--- config.mk ---
export PLATFORM = sky130hd
export DESIGN_NAME = crosshair_arbiter
export DESIGN_NICKNAME = d
export VERILOG_FILES = /design/src/rtl/crosshair_pkg.sv /design/src/rtl/axis_clamp_step.sv /design/src/rtl/crosshair_arbiter.sv
export SDC_FILE = /design/constraint.sdc
export NUM_CORES = 1
export LEC_CHECK = 0
export ABC_AREA = 1
export CORE_MARGIN = 2
export CORE_UTILIZATION = 46
export CTS_CLUSTER_SIZE = 30
export DETAILED_ROUTE_END_ITERATION = 10
export PLACE_DENSITY = 0.7
export SETUP_SLACK_MARGIN = 0.5
export SLEW_MARGIN = 0
export SYNTH_ARGS = -nofsm -noshare
export SYNTH_HDL_FRONTEND = slang
export SYNTH_HIERARCHICAL = 1
export SYNTH_SLANG_ARGS = --single-unit
--- constraint.sdc ---
create_clock -name clk -period 8.1 [get_ports clk]
set_input_delay 1.62 -clock clk [delete_from_list [all_inputs] [get_ports clk]]
set_output_delay 1.62 -clock clk [all_outputs]
set_load 0.05 [all_outputs]
--- src/rtl/crosshair_pkg.sv ---
// Shared definitions for the crosshair arbiter: ownership codes, the
// arbiter state enum, button bit positions and default screen geometry.
package crosshair_pkg;

  // Arbiter states: nobody owns the crosshair, or player 0 / player 1 does.
  typedef enum logic [1:0] {
    ST_IDLE = 2'b00,
    ST_OWN0 = 2'b01,
    ST_OWN1 = 2'b10
  } state_t;

  // Encodings presented on the owner output.
  localparam logic [1:0] OWNER_NONE = 2'b00;
  localparam logic [1:0] OWNER_P0   = 2'b01;
  localparam logic [1:0] OWNER_P1   = 2'b10;

  // Bit positions inside each 4-bit {up, down, left, right} button vector.
  localparam int BTN_UP    = 3;
  localparam int BTN_DOWN  = 2;
  localparam int BTN_LEFT  = 1;
  localparam int BTN_RIGHT = 0;

  // Default geometry and motion tuning.
  localparam int DEF_X_INIT         = 400;
  localparam int DEF_Y_INIT         = 300;
  localparam int SCREEN_X_MIN       = 0;
  localparam int SCREEN_X_MAX       = 1023;
  localparam int SCREEN_Y_MIN       = 0;
  localparam int SCREEN_Y_MAX       = 767;
  localparam int DEF_DELTA_MIN      = 2;
  localparam int DEF_DELTA_MAX      = 8;
  localparam int DEF_ACCEL_FRAMES   = 4;
  localparam int DEF_RELEASE_FRAMES = 30;

  // Next step size when acceleration kicks in, never exceeding the ceiling.
  function automatic logic [3:0] stepUp(input logic [3:0] cur, input logic [3:0] lim);
    return (cur >= lim) ? lim : cur + 4'd1;
  endfunction

endpackage

--- src/rtl/axis_clamp_step.sv ---
// One axis of crosshair motion: moves a position by a step toward the
// pressed direction and saturates at the inclusive bounds. Arithmetic is
// carried in 12 bits so the sum can never wrap before it is clamped.
module axis_clamp_step
  import crosshair_pkg::*;
#(
  parameter int W = 11
) (
  input  logic [W-1:0] i_pos,
  input  logic [3:0]   i_step,
  input  logic         i_inc,
  input  logic         i_dec,
  input  logic [W-1:0] i_min,
  input  logic [W-1:0] i_max,
  output logic [W-1:0] o_next
);

  logic [11:0] w_pos;
  logic [11:0] w_min;
  logic [11:0] w_max;
  logic [11:0] w_step;
  logic [11:0] w_sum;
  logic [11:0] w_floor;
  logic [11:0] w_res;

  assign w_pos   = 12'(i_pos);
  assign w_min   = 12'(i_min);
  assign w_max   = 12'(i_max);
  assign w_step  = 12'(i_step);
  assign w_sum   = w_pos + w_step;
  assign w_floor = w_min + w_step;

  // Pick the saturated new position; opposing or absent presses hold still.
  always_comb begin
    w_res = w_pos;
    if (i_inc && !i_dec) begin
      w_res = (w_sum > w_max) ? w_max : w_sum;
    end else if (i_dec && !i_inc) begin
      w_res = (w_pos < w_floor) ? w_min : (w_pos - w_step);
    end
  end

  assign o_next = W'(w_res);

endmodule

--- src/rtl/crosshair_arbiter.sv ---
// Owns the shared crosshair position. Two players compete for control via
// their button vectors; one owner at a time moves the crosshair once per
// frame (falling edge of vsync) with a hold-to-accelerate step ramp.
module crosshair_arbiter
  import crosshair_pkg::*;
#(
  parameter int X_INIT         = DEF_X_INIT,
  parameter int Y_INIT         = DEF_Y_INIT,
  parameter int X_MIN          = SCREEN_X_MIN,
  parameter int X_MAX          = SCREEN_X_MAX,
  parameter int Y_MIN          = SCREEN_Y_MIN,
  parameter int Y_MAX          = SCREEN_Y_MAX,
  parameter int DELTA_MIN      = DEF_DELTA_MIN,
  parameter int DELTA_MAX      = DEF_DELTA_MAX,
  parameter int ACCEL_FRAMES   = DEF_ACCEL_FRAMES,
  parameter int RELEASE_FRAMES = DEF_RELEASE_FRAMES
) (
  input  logic        clk,
  input  logic        reset,
  input  logic        vsync,
  input  logic        enable,
  input  logic        recenter,
  input  logic [3:0]  btn0,
  input  logic [3:0]  btn1,
  output logic [10:0] x_pos,
  output logic [9:0]  y_pos,
  output logic [1:0]  owner,
  output logic [3:0]  step
);

  // Counters only need to reach N-1 because they clear on the frame they hit N.
  localparam int HW = (ACCEL_FRAMES > 1) ? $clog2(ACCEL_FRAMES) : 1;
  localparam int RW = (RELEASE_FRAMES > 1) ? $clog2(RELEASE_FRAMES) : 1;

  state_t          r_state;
  state_t          w_stateNext;
  logic            r_vsync;
  logic            r_lastOwner;
  logic [HW-1:0]   r_hold;
  logic [RW-1:0]   r_release;
  logic [3:0]      r_step;
  logic [10:0]     r_x;
  logic [9:0]      r_y;

  logic            w_tick;
  logic            w_req0;
  logic            w_req1;
  logic [3:0]      w_ownBtn;
  logic            w_owned;
  logic            w_moving;
  logic            w_accelDone;
  logic            w_releaseDone;
  logic [10:0]     w_xNext;
  logic [9:0]      w_yNext;

  assign w_tick        = r_vsync & ~vsync;
  assign w_req0        = |btn0;
  assign w_req1        = |btn1;
  assign w_ownBtn      = (r_state == ST_OWN1) ? btn1 : btn0;
  assign w_owned       = (r_state != ST_IDLE);
  assign w_moving      = enable & w_tick & w_owned & (|w_ownBtn);
  assign w_accelDone   = (r_hold == HW'(ACCEL_FRAMES - 1));
  assign w_releaseDone = (r_release == RW'(RELEASE_FRAMES - 1));

  // Keep one cycle of vsync history so its falling edge becomes the frame tick.
  always_ff @(posedge clk or posedge reset) begin
    if (reset) begin
      r_vsync <= 1'b0;
    end else begin
      r_vsync <= vsync;
    end
  end

  // Arbiter state register.
  always_ff @(posedge clk or posedge reset) begin
    if (reset) begin
      r_state <= ST_IDLE;
    end else begin
      r_state <= w_stateNext;
    end
  end

  // Grant on a frame tick from IDLE; drop the owner after enough idle frames.
  always_comb begin
    w_stateNext = r_state;
    if (!enable) begin
      w_stateNext = ST_IDLE;
    end else if (w_tick) begin
      case (r_state)
        ST_IDLE: begin
          if (w_req0 && w_req1) begin
            w_stateNext = r_lastOwner ? ST_OWN0 : ST_OWN1;
          end else if (w_req0) begin
            w_stateNext = ST_OWN0;
          end else if (w_req1) begin
            w_stateNext = ST_OWN1;
          end
        end
        ST_OWN0, ST_OWN1: begin
          if (!(|w_ownBtn) && w_releaseDone) begin
            w_stateNext = ST_IDLE;
          end
        end
        default: w_stateNext = ST_IDLE;
      endcase
    end
  end

  // Owner code is decoded straight from the state flops.
  always_comb begin
    case (r_state)
      ST_OWN0: owner = OWNER_P0;
      ST_OWN1: owner = OWNER_P1;
      default: owner = OWNER_NONE;
    endcase
  end

  // Step ramp, hold/release counters and the fairness memory of who owned last.
  always_ff @(posedge clk or posedge reset) begin
    if (reset) begin
      r_step      <= 4'(DELTA_MIN);
      r_hold      <= '0;
      r_release   <= '0;
      r_lastOwner <= 1'b1;
    end else if (!enable) begin
      r_step    <= 4'(DELTA_MIN);
      r_hold    <= '0;
      r_release <= '0;
    end else if (w_tick) begin
      if (!w_owned) begin
        r_step    <= 4'(DELTA_MIN);
        r_hold    <= '0;
        r_release <= '0;
      end else if (w_moving) begin
        r_release <= '0;
        if (w_accelDone) begin
          r_hold <= '0;
          r_step <= stepUp(r_step, 4'(DELTA_MAX));
        end else begin
          r_hold <= r_hold + HW'(1);
        end
      end else begin
        r_step <= 4'(DELTA_MIN);
        r_hold <= '0;
        if (w_releaseDone) begin
          r_release   <= '0;
          r_lastOwner <= (r_state == ST_OWN1);
        end else begin
          r_release <= r_release + RW'(1);
        end
      end
    end
  end

  // Crosshair position: recenter wins over any motion in the same cycle.
  always_ff @(posedge clk or posedge reset) begin
    if (reset) begin
      r_x <= 11'(X_INIT);
      r_y <= 10'(Y_INIT);
    end else if (recenter) begin
      r_x <= 11'(X_INIT);
      r_y <= 10'(Y_INIT);
    end else if (w_moving) begin
      r_x <= w_xNext;
      r_y <= w_yNext;
    end
  end

  axis_clamp_step #(.W(11)) u_xAxis (
    .i_pos  (r_x),
    .i_step (r_step),
    .i_inc  (w_ownBtn[BTN_RIGHT]),
    .i_dec  (w_ownBtn[BTN_LEFT]),
    .i_min  (11'(X_MIN)),
    .i_max  (11'(X_MAX)),
    .o_next (w_xNext)
  );

  axis_clamp_step #(.W(10)) u_yAxis (
    .i_pos  (r_y),
    .i_step (r_step),
    .i_inc  (w_ownBtn[BTN_DOWN]),
    .i_dec  (w_ownBtn[BTN_UP]),
    .i_min  (10'(Y_MIN)),
    .i_max  (10'(Y_MAX)),
    .o_next (w_yNext)
  );

  assign x_pos = r_x;
  assign y_pos = r_y;
  assign step  = r_step;

endmodule

## Word level (Yosys, flattened, before mapping)

Cells that the tools add are included.

| storage, ports and cells | value |
|---|---|
| bits in registers | 36 |
| input bits | 13 |
| output and inout bits | 27 |

| operators by class | value |
|---|---|
| $add $sub $neg | 7 |
| $lt $le $gt $ge | 5 |
| equality and inequality tests | 8 |
| multiplexer cells | 38 |
| bitwise operators | 6 |
| reductions and logical operators | 25 |

Operators by type and width:

| cell | count |
|---|---|
| 2-to-1 mux 11 bit | 6 |
| 2-to-1 mux 10 bit | 6 |
| 2-to-1 mux 4 bit | 7 |
| 2-to-1 mux 5 bit | 5 |
| 2-to-1 mux 2 bit | 12 |
| adder 11 x 4 -> 12 bit | 1 |
| greater-than comparator 12 x 10 -> 1 bit, second input constant | 1 |
| OR reduction 4 bit | 3 |
| adder 10 x 4 -> 11 bit | 1 |
| greater-than comparator 11 x 10 -> 1 bit, second input constant | 1 |
| less-than comparator 11 x 4 -> 1 bit | 1 |
| subtractor 11 x 4 -> 11 bit | 1 |
| less-than comparator 10 x 4 -> 1 bit | 1 |
| subtractor 10 x 4 -> 10 bit | 1 |
| one-hot mux 2 bit (2 select lines) | 2 |
| logical AND 1 bit | 6 |
| AND reduction 2 bit | 3 |
| nonzero test 3 bit | 2 |
| adder 5 x 1 -> 5 bit, second input constant | 1 |
| equality test 5 bit, second input constant | 1 |
| logical NOT 1 bit | 5 |
| != test 5 bit, second input constant | 1 |
| AND reduction 5 bit | 1 |
| adder 4 x 1 -> 4 bit, second input constant | 1 |
| other kinds (13) | 19 |

## Longest topological paths before layout

Gate-level depths: netlist (run 1).

| logic depth | value |
|---|---|
| depth in word-level cells | 9 |
| depth in mapped cells | 27 |
| depth with buffers taken out | 26 |

## Cells and area by module

The synthesis (run 1) kept the hierarchy.

Modules (own cells, without submodules):

| module | times used | cells an instance | area an instance (um^2) |
|---|---|---|---|
| axis_clamp_step at u_xAxis | 1 | 367 | 2084.5 |
| crosshair_arbiter | 1 | 255 | 2038.2 |
| axis_clamp_step at u_yAxis | 1 | 362 | 1995.7 |

## Worst setup path after synthesis (run 1)

No wires, ideal clock.

| timing | value |
|---|---|
| kind | register to register |
| from | register r_step[1], in the netlist step[1] |
| to | register r_x[4], in the netlist x_pos[4] |
| library setup time | 79 ps |
| data arrival time | 3408 ps |
| required time | 8021 ps |
| path slack | 4613 ps |
| cell stages (with the launch flop) | 26 |
| path buffers | 1 |
| clock period less this slack | 3487 ps |
| cell sequence | dfstp_2 -> inv_1 -> ha_1 -> nor2_1 -> nand2_1 -> nand2_2 -> nand2_1 -> a21oi_2 -> xor2_1 -> inv_1 -> ha_1 -> nand2_1 -> nor2_1 -> nand2_1 -> nand2_1 -> nand2_1 -> nand2_1 -> nand2_1 -> nand2_1 -> nand2_1 -> clkbuf_1 -> nand3_1 -> nand3_1 -> nand2_1 -> o21ai_0 -> nand2_1 |

| on the way | value |
|---|---|
| word-level cells in the longest chain between the ends | 6 |

Ends and longest elaborated chain:

| item | line | text |
|---|---|---|
| start, declared | crosshair_arbiter.sv:41 | `logic [3:0] r_step;` |
| start signal, assigned | crosshair_arbiter.sv:121 | `r_step <= 4'(DELTA_MIN);` |
| start signal, assigned | crosshair_arbiter.sv:126 | `r_step <= 4'(DELTA_MIN);` |
| start signal, assigned | crosshair_arbiter.sv:131 | `r_step <= 4'(DELTA_MIN);` |
| adder 11 x 4 -> 12 bit, or another cell as far along | axis_clamp_step.sv:30 | `assign w_sum = w_pos + w_step;` |
| greater-than comparator 12 x 10 -> 1 bit / 2-to-1 mux 11 bit (equally long branches) | axis_clamp_step.sv:37, axis_clamp_step.sv:39 |  |
| 2-to-1 mux 11 bit, on equally long branches | axis_clamp_step.sv:37, axis_clamp_step.sv:38 |  |
| 2-to-1 mux 11 bit (*) | axis_clamp_step.sv:36 | `if (i_inc && !i_dec) begin` |
| via w_xNext[4] | crosshair_arbiter.sv:53 | `logic [10:0] w_xNext;` |
| 2-to-1 mux 11 bit (*) | crosshair_arbiter.sv:163 | `end else if (w_moving) begin` |
| 2-to-1 mux 11 bit (*) | crosshair_arbiter.sv:160 | `end else if (recenter) begin` |
| end signal, assigned | crosshair_arbiter.sv:158 | `r_x <= 11'(X_INIT);` |
| end signal, assigned | crosshair_arbiter.sv:161 | `r_x <= 11'(X_INIT);` |
| end signal, assigned | crosshair_arbiter.sv:164 | `r_x <= w_xNext;` |
| end, declared | crosshair_arbiter.sv:42 | `logic [10:0] r_x;` |

The timed path passes the listed nets; every way through them passes the cells marked *. The select of a mux whose other input is x is not followed.
A chain may end at the register's enable or synchronous reset.

## Final worst setup path (run 1)

| timing | value |
|---|---|
| from | register r_step[1], in the netlist step[1] |
| to | register r_x[8], in the netlist x_pos[8] |

The elaborated chain is that of the path after synthesis.

==> results of run 1 <==
==> metrics by stage <==
stage	hold slack, ps	std cells	power (mW)	area (um^2)
global placement	475	1269	0.532	6890
global route	533	1277	0.826	7060
floorplan	453	1073	0.473	6450
finish	496	1277	0.767	7060
CTS	499	1277	0.767	7060
detailed placement	480	1269	0.534	6890
==> area by class of cell <==
class | count | area share, %
repair buffers | 40 | 5.64
flip-flops and latches | 36 | 12.9
inverters | 157 | 8.49
multi-input cells | 860 | 67.5
well taps | 176 | 3.12
clock inverters | 3 | 0.603
clock buffers | 5 | 1.77
==> Yosys cell counts (all sizes together) <==
cell / instances
nand2: 359
conb: 2
a21o: 3
nor3: 14
clkbuf: 5
dfstp: 9
nand3: 105
clkinv: 2
o22ai: 1
inv: 155
nor2: 67
nand4: 19
dfrtp: 27
fa: 6
xnor2: 11
buf: 15
a21oi: 44
o21bai: 5
ha: 72
o21ai: 29
o2111ai: 1
or2: 1
and3: 1
and2: 1
nand3b: 5
xor2: 25
==> worst reg2reg max path, delay by kind of cell (launching register included) <==
kind | cells | cell delay [ps]
adder cells (fa/ha/maj) | 2 | 600
buffers and inverters | 2 | 150
AO/OA/AOI/OAI | 2 | 390
AND/OR/NAND/NOR | 17 | 1560
XOR/XNOR | 1 | 210
flip-flops | 1 | 800
==> path summary, 6_finish.rpt <==
path | start | end
max | step[1]$_DFFE_PP1P_ | x_pos[8]$_DFFE_PP1P_
min | r_hold[1]$_DFFE_PP0P_ | r_hold[1]$_DFFE_PP0P_
max reg2reg | step[1]$_DFFE_PP1P_ | x_pos[8]$_DFFE_PP1P_
min reg2reg | r_hold[1]$_DFFE_PP0P_ | r_hold[1]$_DFFE_PP0P_
max in group asynchronous | reset | x_pos[8]$_DFFE_PP1P_
min in group asynchronous | reset | r_release[1]$_DFFE_PP0P_
==> power by group through the flow <==
stage                     Combinational (mW)  Clock [mW]  Sequential (mW)
after floorplan                        0.238           0            0.235
after global placement                 0.313           0            0.220
after detailed placement               0.315           0            0.219
after CTS                              0.317       0.234            0.216
after global routing                   0.367       0.241            0.218
final                                  0.322       0.229            0.216
==> routing by layer <==
| layer | vias to the layer above | part of all wire (%) | global-route usage [%] |
|---|---|---|---|
| met5 | - | 0 | 0 |
| met4 | 0 | 0.73 | 5.66 |
| met3 | 7 | 4.3 | 2.16 |
| met2 | 121 | 45 | 35.5 |
| met1 | 2585 | 50 | 30.7 |
| li1 | 3245 | - | - |
==> logic make-up (layout without fill, tap and decap cells) <==
group                    count (synthesis)  after routing  share of synthesized area [%]
buffers and inverters                  177            205                           12.7
AND/OR/NAND/NOR                        572            572                           42.5
adder cells (fa/ha/maj)                 78             78                           16.7
other                                    2             91                          0.123
XOR/XNOR                                36             36                           5.15
flip-flops                              36             36                           14.9
AO/OA/AOI/OAI                           83             83                           7.87
==> sequential cells by signal, summed over array words and instances (netlist names) <==
signal       flops
x_pos           11
r_lastOwner      1
r_vsync          1
step             4
r_hold           2
r_state          2
y_pos           10
r_release        5
==> reports/metrics.yaml, run 1 <==
yosys_warnings: 6
die-height_um: 119
total_of_fill_cells_in_the_finished_design: 1418
irDropWorstVdd_mv: 0.0737
rsz0062_at_grt: "false"
via_count: 5958
worstPathArrival_ps: 4000
worstSkewPairLatency_ps: 300
crit_required_ps: 8310
worst_hold_path.num_cells: 2
critPathCaptureType: "flip-flop"
cts_inserted_buffers: 5
total_of_max_cap_violations: 0
tritoncts: "yes"
timing.setup.critical_path_class: "flip-flop to flip-flop"
area_growth_syn_to_layout_pct: 15.4
final.min_clock_period_ps: 3790
cts-hold-fix-buffers: 0
clock-sinks: 36
post_synth_inst_count: 984
tightestPinTransition_ps: 642
ctsResizeCount: 0
leading_cell_type_in_the_layout_fill_and_taps_excluded: "nand2_1"
power.internal_mw: 0.452
vias_per_std_cell: 4.67
drtIter0Drc: 353
insertedDiodeCount: 0
core_region_area_mm2: 0.0131
ctsRootBufferMaster: "clkbuf_16"
cell_type_group_with_the_largest_total_delay_on_the_critical_path: "simple AND/OR/NAND/NOR gates"
postRouteWirelength_mm: 14.7
fin_ws_ps: 4310
critical_path_depth: 24
final_core_util_pct: 53.7
max_slew_margin_pct: 57.0
final_routed_wire_length_divided_by_cell_count_um: 11.5
drt_pre_antenna_iters: 5
grt_pass1_wl_mm: 25.3
timing.fmax_ghz: 0.264
final-hold-violation-count: 0
cts_post_setup_buffers_inserted: 0
per_instance_average_area_after_synthesis_um2: 6.22
standard_cell_with_the_maximum_stage_delay_on_the_critical_path: "dfstp_2"
setup_crit_start_kind: "flip-flop"
worst_hold_path_type: "flip-flop to flip-flop"
worstPathMaxFanout: 16
post_synthesis_register_bit_count: 36
power_frac_comb_pct: 42.0
worst_clock_skew_ps: 11.1
globalRouteOverflowTotal: 0
setup-tns-final_ps: 0
r2r_setup_slack_ps: 4310
clk_pin_slew_worst_setup_hold_paths_ps: 60
global_route.usage.total_pct: 21.7
power_per_cell_area_mw_per_mm2: 109
netlist_area_mm2: 0.00612
io_buffers: 39
worstRegToRegCells: 24
setup-violations-final: 0
final_cell_mix: "nand2_1, inv_1, nand3_1"
io_pins: 40
post-route-period-util_pct: 46.8
routabilityCongestion: 0.899
buffers_inverters_on_critical_path: 2
place.detailed.hpwl_mm: 11.7
critical_path.cell_chain: "inv_1, ha_1, nor2_1, nand2_1, nand2_2, nand2_1, a21oi_2, xor2_1, inv_1, ha_1, nand2_1, nor2_1, nand2_1, nand2_1, nand2_1, nand2_1, nand2_1, nand2_1, nand2_1, nand3_1, nand3_1, nand2_1, o21ai_0, nand2_1"
drc: 0
ant_nets: 0
netlist-cell-type-count: 44
antenna_found_initial: 0
netlist_top_cells_area: "nand2_1, ha_1, dfrtp_1"
timing_max_transition_violations_final: 0
netlist.area_leader.share_pct: 19.6
die_footprint_mm2: 0.0142
final_net_count: 1191
post-synth-top-area-cell: "nand2_1"
yosysSeqAreaShare_pct: 14.9
die_width_um: 119
dp_worst_setup_slack_ps: 4270
register_area_um2: 912
slowest_delay_ps: 800
cts_max_level: 2
final_layout_size_suffix_gt1_share_pct: 9.45
p_seq_share_pct: 28.2
switchingPower_mw: 0.315
ctsLongestPathBuffers: 2
path_common_cell: "nand2_1"
maximum_number_of_pins_on_one_net_before_global_route_repair: 37
status: "completed"
power.static_leakage_nw: 4.04
share_clk_of_total_power_pct: 29.9
start_util_pct: 46.6
area_taken_by_multi_input_logic_gates_mm2: 0.00476
power_switching_share_pct: 41.1
row_count: 42
first_global_vias: 5462
Power figures use the tool's default switching activity.
==> inputs of run 2 (changes only) <==
--- a/config.mk
+++ b/config.mk
@@ -10,7 +10,7 @@
 export CORE_UTILIZATION = 46
 export CTS_CLUSTER_SIZE = 30
 export DETAILED_ROUTE_END_ITERATION = 10
-export PLACE_DENSITY = 0.7
+export PLACE_DENSITY = 0.72
 export SETUP_SLACK_MARGIN = 0.5
 export SLEW_MARGIN = 0
 export SYNTH_ARGS = -nofsm -noshare
==> constraint.sdc (replaced) <==
create_clock -name clk -period 3.19 [get_ports clk]
set_input_delay 0.638 -clock clk [delete_from_list [all_inputs] [get_ports clk]]
set_output_delay 0.638 -clock clk [all_outputs]
set_load 0.05 [all_outputs]
==> run 2 against run 1 <==
Effect of this change:
- critical path depth unchanged
- first-iteration DRC count increased by 17%
- die area unchanged
- clock power increased by 130%
- routed wire length increased by 16%
- sequential power increased by 150%
- register-to-register slack got worse by 4300 ps
- final area increased by 15%
- fmax increased by 20%
- clock skew decreased by 4.5 ps
- critical path type unchanged
- combinational power increased to 3.2 times the previous value
==> reports/metrics.yaml, run 2 (synthesis results as in run 1) <==
status: "completed"  # unchanged
drc: 0  # unchanged
first_global_vias: 6130  # was 5462
io_buffers: 39  # unchanged
tightestPinTransition_ps: 648  # was 642 ps
cts-hold-fix-buffers: 0  # unchanged
clock-sinks: 36  # unchanged
insertedDiodeCount: 0  # unchanged
core_region_area_mm2: 0.0131  # unchanged
antenna_found_initial: 0  # unchanged
final-instance-count-excl-fill: 1338  # was 1277
worst_hold_path_type: "flip-flop to flip-flop"  # unchanged
timing_max_transition_violations_final: 0  # unchanged
global_route.usage.total_pct: 24.0  # was 21.7%
worstRegToRegCells: 24  # unchanged
finish.instance_area_mm2: 0.00811  # was 0.00706 mm^2
totalPowerFinal_mw: 2.09  # was 0.767 mW
r2r_start: "step[1]$_DFFE_PP1P_"  # unchanged
cts_max_level: 2  # unchanged
timing.fmax_ghz: 0.316  # was 0.264 GHz
setup_crit_start_kind: "flip-flop"  # unchanged
area_growth_syn_to_layout_pct: 32.5  # was 15.4%
fin_ws_ps: 28.5  # was 4310 ps
place.detailed.hpwl_mm: 12.5  # was 11.7 mm
drt_pre_antenna_iters: 6  # was 5
crit_required_ps: 3420  # was 8310 ps
timing.setup.critical_path_class: "flip-flop to flip-flop"  # unchanged
io_pins: 40  # unchanged
critical_path.reg2reg.endpoint: "x_pos[7]$_DFFE_PP1P_"  # was x_pos[8]$_DFFE_PP1P_
worstPathArrival_ps: 3390  # was 4000 ps
final_layout_size_suffix_gt1_share_pct: 23.7  # was 9.45%
ant_nets: 0  # unchanged
final.min_clock_period_ps: 3160  # was 3790 ps
final_net_count: 1252  # was 1191
final-hold-violation-count: 0  # unchanged
critPathCaptureType: "flip-flop"  # unchanged
start_util_pct: 46.6  # unchanged
rsz0062_at_grt: "true"  # was false
timing.hold.ws_ps: 492  # was 496 ps
vias_per_std_cell: 4.88  # was 4.67
worstSkewPairLatency_ps: 290  # was 300 ps
power_per_cell_area_mw_per_mm2: 258  # was 109 mW/mm^2
row_count: 42  # unchanged
numPlacedInstances: 1301  # was 1269
leading_cell_type_in_the_layout_fill_and_taps_excluded: "nand2_1"  # unchanged
max_slew_margin_pct: 56.5  # was 57.0%
drtIter0Drc: 412  # was 353
detailed_place.area_mm2: 0.00728  # was 0.00689 mm^2
irDropWorstVdd_mv: 0.214  # was 0.0737 mV
maximum_number_of_pins_on_one_net_before_global_route_repair: 37  # unchanged
grt_pass1_wl_mm: 28.3  # was 25.3 mm
via_count: 6533  # was 5958
setup-violations-final: 0  # unchanged
ctsLongestPathBuffers: 2  # unchanged
worstPathMaxFanout: 6  # was 16
dp_worst_setup_slack_ps: -127  # was 4270 ps
cts_inserted_buffers: 5  # unchanged
total_of_max_cap_violations: 0  # unchanged
routabilityCongestion: 0.899  # about the same
tritoncts: "yes"  # unchanged
worst_clock_skew_ps: 6.60  # was 11.1 ps
final_cell_mix: "nand2_1, inv_1, conb_1"  # was nand2_1, inv_1, nand3_1
globalRouteOverflowTotal: 0  # unchanged
die_width_um: 119  # unchanged
critPathLaunch: "step[1]$_DFFE_PP1P_"  # unchanged
post-route-period-util_pct: 99.1  # was 46.8%
ctsRootBufferMaster: "clkbuf_16"  # unchanged
largest_register_ff_count: 11  # unchanged
r2r_setup_slack_ps: 30  # was 4310 ps
clk_pin_slew_worst_setup_hold_paths_ps: 70  # was 60 ps
die-height_um: 119  # unchanged
worstSetupEndpoint: "x_pos[7]$_DFFE_PP1P_"  # was x_pos[8]$_DFFE_PP1P_
final_routed_wire_length_divided_by_cell_count_um: 12.7  # was 11.5 um
power.static_leakage_nw: 4.45  # was 4.04 nW
postRouteWirelength_mm: 17.0  # was 14.7 mm
die_footprint_mm2: 0.0142  # unchanged
run 2: changes by cell type in the layout (fill, tap and decap cells not counted), moves of 9 or more:
cell,delta
buf_4,+53
nand2_1,-28
nand3_1,-27
nand3_2,+27
nand2_2,+23
ha_1,-12
ha_4,+11
nor2_1,-10
dfrtp_1,-9
inv_1,-9
run 2: worst min-delay path by stage:
stage	start	end	slack, ps	cells after the start
2_1_floorplan	r_hold[1]$_DFFE_PP0P_	r_hold[1]$_DFFE_PP0P_	450	2
3_3_place_gp	r_hold[1]$_DFFE_PP0P_	r_hold[1]$_DFFE_PP0P_	470	2
3_5_place_dp	r_hold[1]$_DFFE_PP0P_	r_hold[1]$_DFFE_PP0P_	480	2
4_1_cts	r_hold[1]$_DFFE_PP0P_	r_hold[1]$_DFFE_PP0P_	490	2
5_1_grt	r_hold[1]$_DFFE_PP0P_	r_hold[1]$_DFFE_PP0P_	540	2
6_report	r_hold[1]$_DFFE_PP0P_	r_hold[1]$_DFFE_PP0P_	490	2
run 2: timing repair:
item | 4_1_cts | 5_1_grt
pin swaps | 37 | 43
setup endpoints to repair | 22 | 21
resized for setup | 54 | 53
cloned | 3 | 0
setup buffers | 19 | 7
run 2: layer usage:
layer,global-route usage [%],wire length (um)
met4,6.69,316
met3,2.35,980
met2,40.7,8070
met5,0,0
met1,32.6,7620
run 2: cell type report:
class,count,area (um^2)
inverter,157,607
timing repair buffer,98,851
fill,1216,5030
multi-input combinational,863,5350
clock inverter,3,23.8
tap,176,220
clock buffer,5,125
sequential,36,937
run 2: through the flow:
stage	TNS (ps)	utilization, %
after floorplan	0	-
after global placement	-811	55.4
after detailed placement	-979	55.4
after CTS	0	59.6
after global routing	-1530	61.7
final	0	61.7
run 2: critical path: stages, from the launching register on:
cell	delay (ps)
dfstp_4	670
inv_2	50
ha_4	220
nor2_4	90
nand2_2	70
nand2_2	110
nand2_4	80
a21oi_4	220
xor2_2	230
inv_2	80
ha_4	230
nand2_4	60
nor2_4	40
nand2_1	60
nand2_1	50
nand2_1	50
nand2_1	40
nand2_1	60
nand2_2	90
nand2_4	140
nand3_2	80
nand3_2	100
nand2_1	90
o21ai_2	120
nand2_1	60
run 2: power by group:
group          leakage (nW)  switching (mW)  internal, mW
Clock                0.0660           0.227         0.291
Sequential            0.453          0.0366         0.494
Combinational          3.93           0.641         0.399
==> inputs of run 3 (changes only) <==
--- a/config.mk
+++ b/config.mk
@@ -10,7 +10,7 @@
 export CORE_UTILIZATION = 46
 export CTS_CLUSTER_SIZE = 30
 export DETAILED_ROUTE_END_ITERATION = 10
-export PLACE_DENSITY = 0.72
+export PLACE_DENSITY = 0.7
 export SETUP_SLACK_MARGIN = 0.5
 export SLEW_MARGIN = 0
 export SYNTH_ARGS = -nofsm -noshare
==> constraint.sdc (replaced) <==
create_clock -name clk -period 3.3 [get_ports clk]
set_input_delay 0.66 -clock clk [delete_from_list [all_inputs] [get_ports clk]]
set_output_delay 0.66 -clock clk [all_outputs]
set_load 0.05 [all_outputs]
==> run 3 against run 2 <==
Effect of this change:
- clock power up 16%
- clock skew grew 4.1 ps
- sequential power down 3%
- sequential share of layout area hardly changed
- via count fell by 0.46%
- register-to-register slack gained 160 ps
- worst hold slack better by 2.5 ps
==> reports/metrics.yaml, run 3 (synthesis results as in run 1) <==
status: "completed"  # unchanged
irDropWorstVdd_mv: 0.270  # was 0.214 mV
crit_required_ps: 3530  # was 3420 ps
post-route-period-util_pct: 94.2  # was 99.1%
core_region_area_mm2: 0.0131  # unchanged
final-instance-count-excl-fill: 1342  # was 1338
routabilityCongestion: 0.948  # was 0.899
power_per_cell_area_mw_per_mm2: 263  # was 258 mW/mm^2
timing.setup.critical_path_class: "flip-flop to flip-flop"  # unchanged
final_core_util_pct: 61.5  # was 61.7%
io_buffers: 39  # unchanged
ctsRootBufferMaster: "clkbuf_16"  # unchanged
tightestPinTransition_ps: 636  # was 648 ps
max_slew_margin_pct: 57.4  # was 56.5%
critPathCaptureType: "flip-flop"  # unchanged
timing_max_transition_violations_final: 0  # unchanged
largest_register_ff_count: 11  # unchanged
cts-hold-fix-buffers: 0  # unchanged
cts_inserted_buffers: 5  # unchanged
antenna_found_initial: 0  # unchanged
drt_pre_antenna_iters: 5  # was 6
fin_ws_ps: 193  # was 28.5 ps
setup_crit_start_kind: "flip-flop"  # unchanged
global_route.usage.total_pct: 23.9  # was 24.0%
worstSkewPairLatency_ps: 310  # was 290 ps
tritoncts: "yes"  # unchanged
final_cell_mix: "nand2_1, inv_1, conb_1"  # unchanged
r2r_start: "step[1]$_DFFE_PP1P_"  # unchanged
die_width_um: 119  # unchanged
die-height_um: 119  # unchanged
io_pins: 40  # unchanged
final_layout_size_suffix_gt1_share_pct: 22.5  # was 23.7%
leading_cell_type_in_the_layout_fill_and_taps_excluded: "nand2_1"  # unchanged
setup-tns-final_ps: 0  # unchanged
dp_worst_setup_slack_ps: 116  # was -127 ps
drc: 0  # unchanged
first_global_vias: 5854  # was 6130
worstPathArrival_ps: 3340  # was 3390 ps
area_growth_syn_to_layout_pct: 32.0  # was 32.5%
row_count: 42  # unchanged
final-hold-violation-count: 0  # unchanged
holdCritStartpoint: "r_hold[1]$_DFFE_PP0P_"  # unchanged
final_net_count: 1256  # was 1252
ant_nets: 0  # unchanged
globalRouteOverflowTotal: 0  # unchanged
ctsLongestPathBuffers: 2  # unchanged
critPathLaunch: "step[1]$_DFFE_PP1P_"  # unchanged
finish.instance_area_mm2: 0.00808  # was 0.00811 mm^2
die_footprint_mm2: 0.0142  # unchanged
clock-sinks: 36  # unchanged
worst_hold_path_type: "flip-flop to flip-flop"  # unchanged
cts_max_level: 2  # unchanged
drtIter0Drc: 379  # was 412
worstPathMaxFanout: 8  # was 6
start_util_pct: 46.6  # unchanged
clk_pin_slew_worst_setup_hold_paths_ps: 60  # was 70 ps
insertedDiodeCount: 0  # unchanged
maximum_number_of_pins_on_one_net_before_global_route_repair: 37  # unchanged
place.detailed.hpwl_mm: 12.5  # about the same
detailed_place.area_mm2: 0.00722  # was 0.00728 mm^2
final.min_clock_period_ps: 3110  # was 3160 ps
via_count: 6503  # was 6533
rsz0062_at_grt: "true"  # unchanged
numPlacedInstances: 1293  # was 1301
grt_pass1_wl_mm: 27.6  # was 28.3 mm
setup-violations-final: 0  # unchanged
timing.fmax_ghz: 0.322  # was 0.316 GHz
worst_clock_skew_ps: 10.7  # was 6.60 ps
power.static_leakage_nw: 4.43  # was 4.45 nW
final_routed_wire_length_divided_by_cell_count_um: 12.8  # was 12.7 um
postRouteWirelength_mm: 17.2  # was 17.0 mm
total_of_max_cap_violations: 0  # unchanged
vias_per_std_cell: 4.85  # was 4.88
## run 3: path summary, 6_finish.rpt
| check | to | slack (ps) | depth (start not counted) |
|---|---|---|---|
| worst max-delay path | y_pos[5]$_DFFE_PP1P_ | 190 | 23 |
| worst min-delay path | r_hold[1]$_DFFE_PP0P_ | 490 | 2 |
| worst max register to register | y_pos[5]$_DFFE_PP1P_ | 190 | 23 |
| worst min register to register | r_hold[1]$_DFFE_PP0P_ | 490 | 2 |
| max in group asynchronous | step[0]$_DFFE_PP0P_ | 2080 | 3 |
| min in group asynchronous | r_release[0]$_DFFE_PP0P_ | 790 | 3 |
## run 3: repair_timing
item,4_1_cts,5_1_grt
pin swaps,19,41
resized for setup,29,54
endpoints found under the setup margin,21,22
setup buffers,26,15
hold endpoints to repair,0,0
cloned,0,0
## run 3: area by class of cell
cell class / count / area (um^2)
Inverter: 157 / 602
Sequential cell: 36 / 937
Fill cell: 1223 / 5060
Multi-Input combinational cell: 860 / 5220
Clock buffer: 5 / 125
Timing Repair Buffer: 105 / 926
Clock inverter: 3 / 46.3
Tap cell: 176 / 220
## run 3: critical path, stage by stage, from the launching register on
cell,delay [ps]
dfstp_4,660
inv_4,50
fa_2,360
inv_2,90
nand3_2,80
nand2_2,90
nand2_1,60
nand2_2,100
inv_1,60
ha_1,290
nand2_1,80
nor2_2,60
nand2_1,60
nand2_1,60
nand2_2,100
nand3_4,150
buf_6,150
buf_6,110
nand2_2,50
inv_2,40
nor2_4,110
a21oi_2,40
o21ai_1,110
nand2_1,60
## run 3: routing by layer
metal  global-route usage [%]  up-vias  routed length (um)
met4                     6.62        0                 222
met5                        0        -                   0
met3                     3.74       17                 926
li1                         -     3372                   -
met1                     33.3     2961                8040
met2                     38.4      153                8000
## run 3: through the flow
step	hold WS [ps]	power, mW
2_1_floorplan	453	1.19
3_3_place_gp	473	1.37
3_5_place_dp	479	1.38
4_1_cts	496	2.04
5_1_grt	513	2.26
6_report	494	2.12
## run 3: power breakdown
part / internal, mW / switching (mW)
clock: 0.360 / 0.239
sequential: 0.478 / 0.0392
combinational: 0.396 / 0.609
total: 1.23 / 0.887
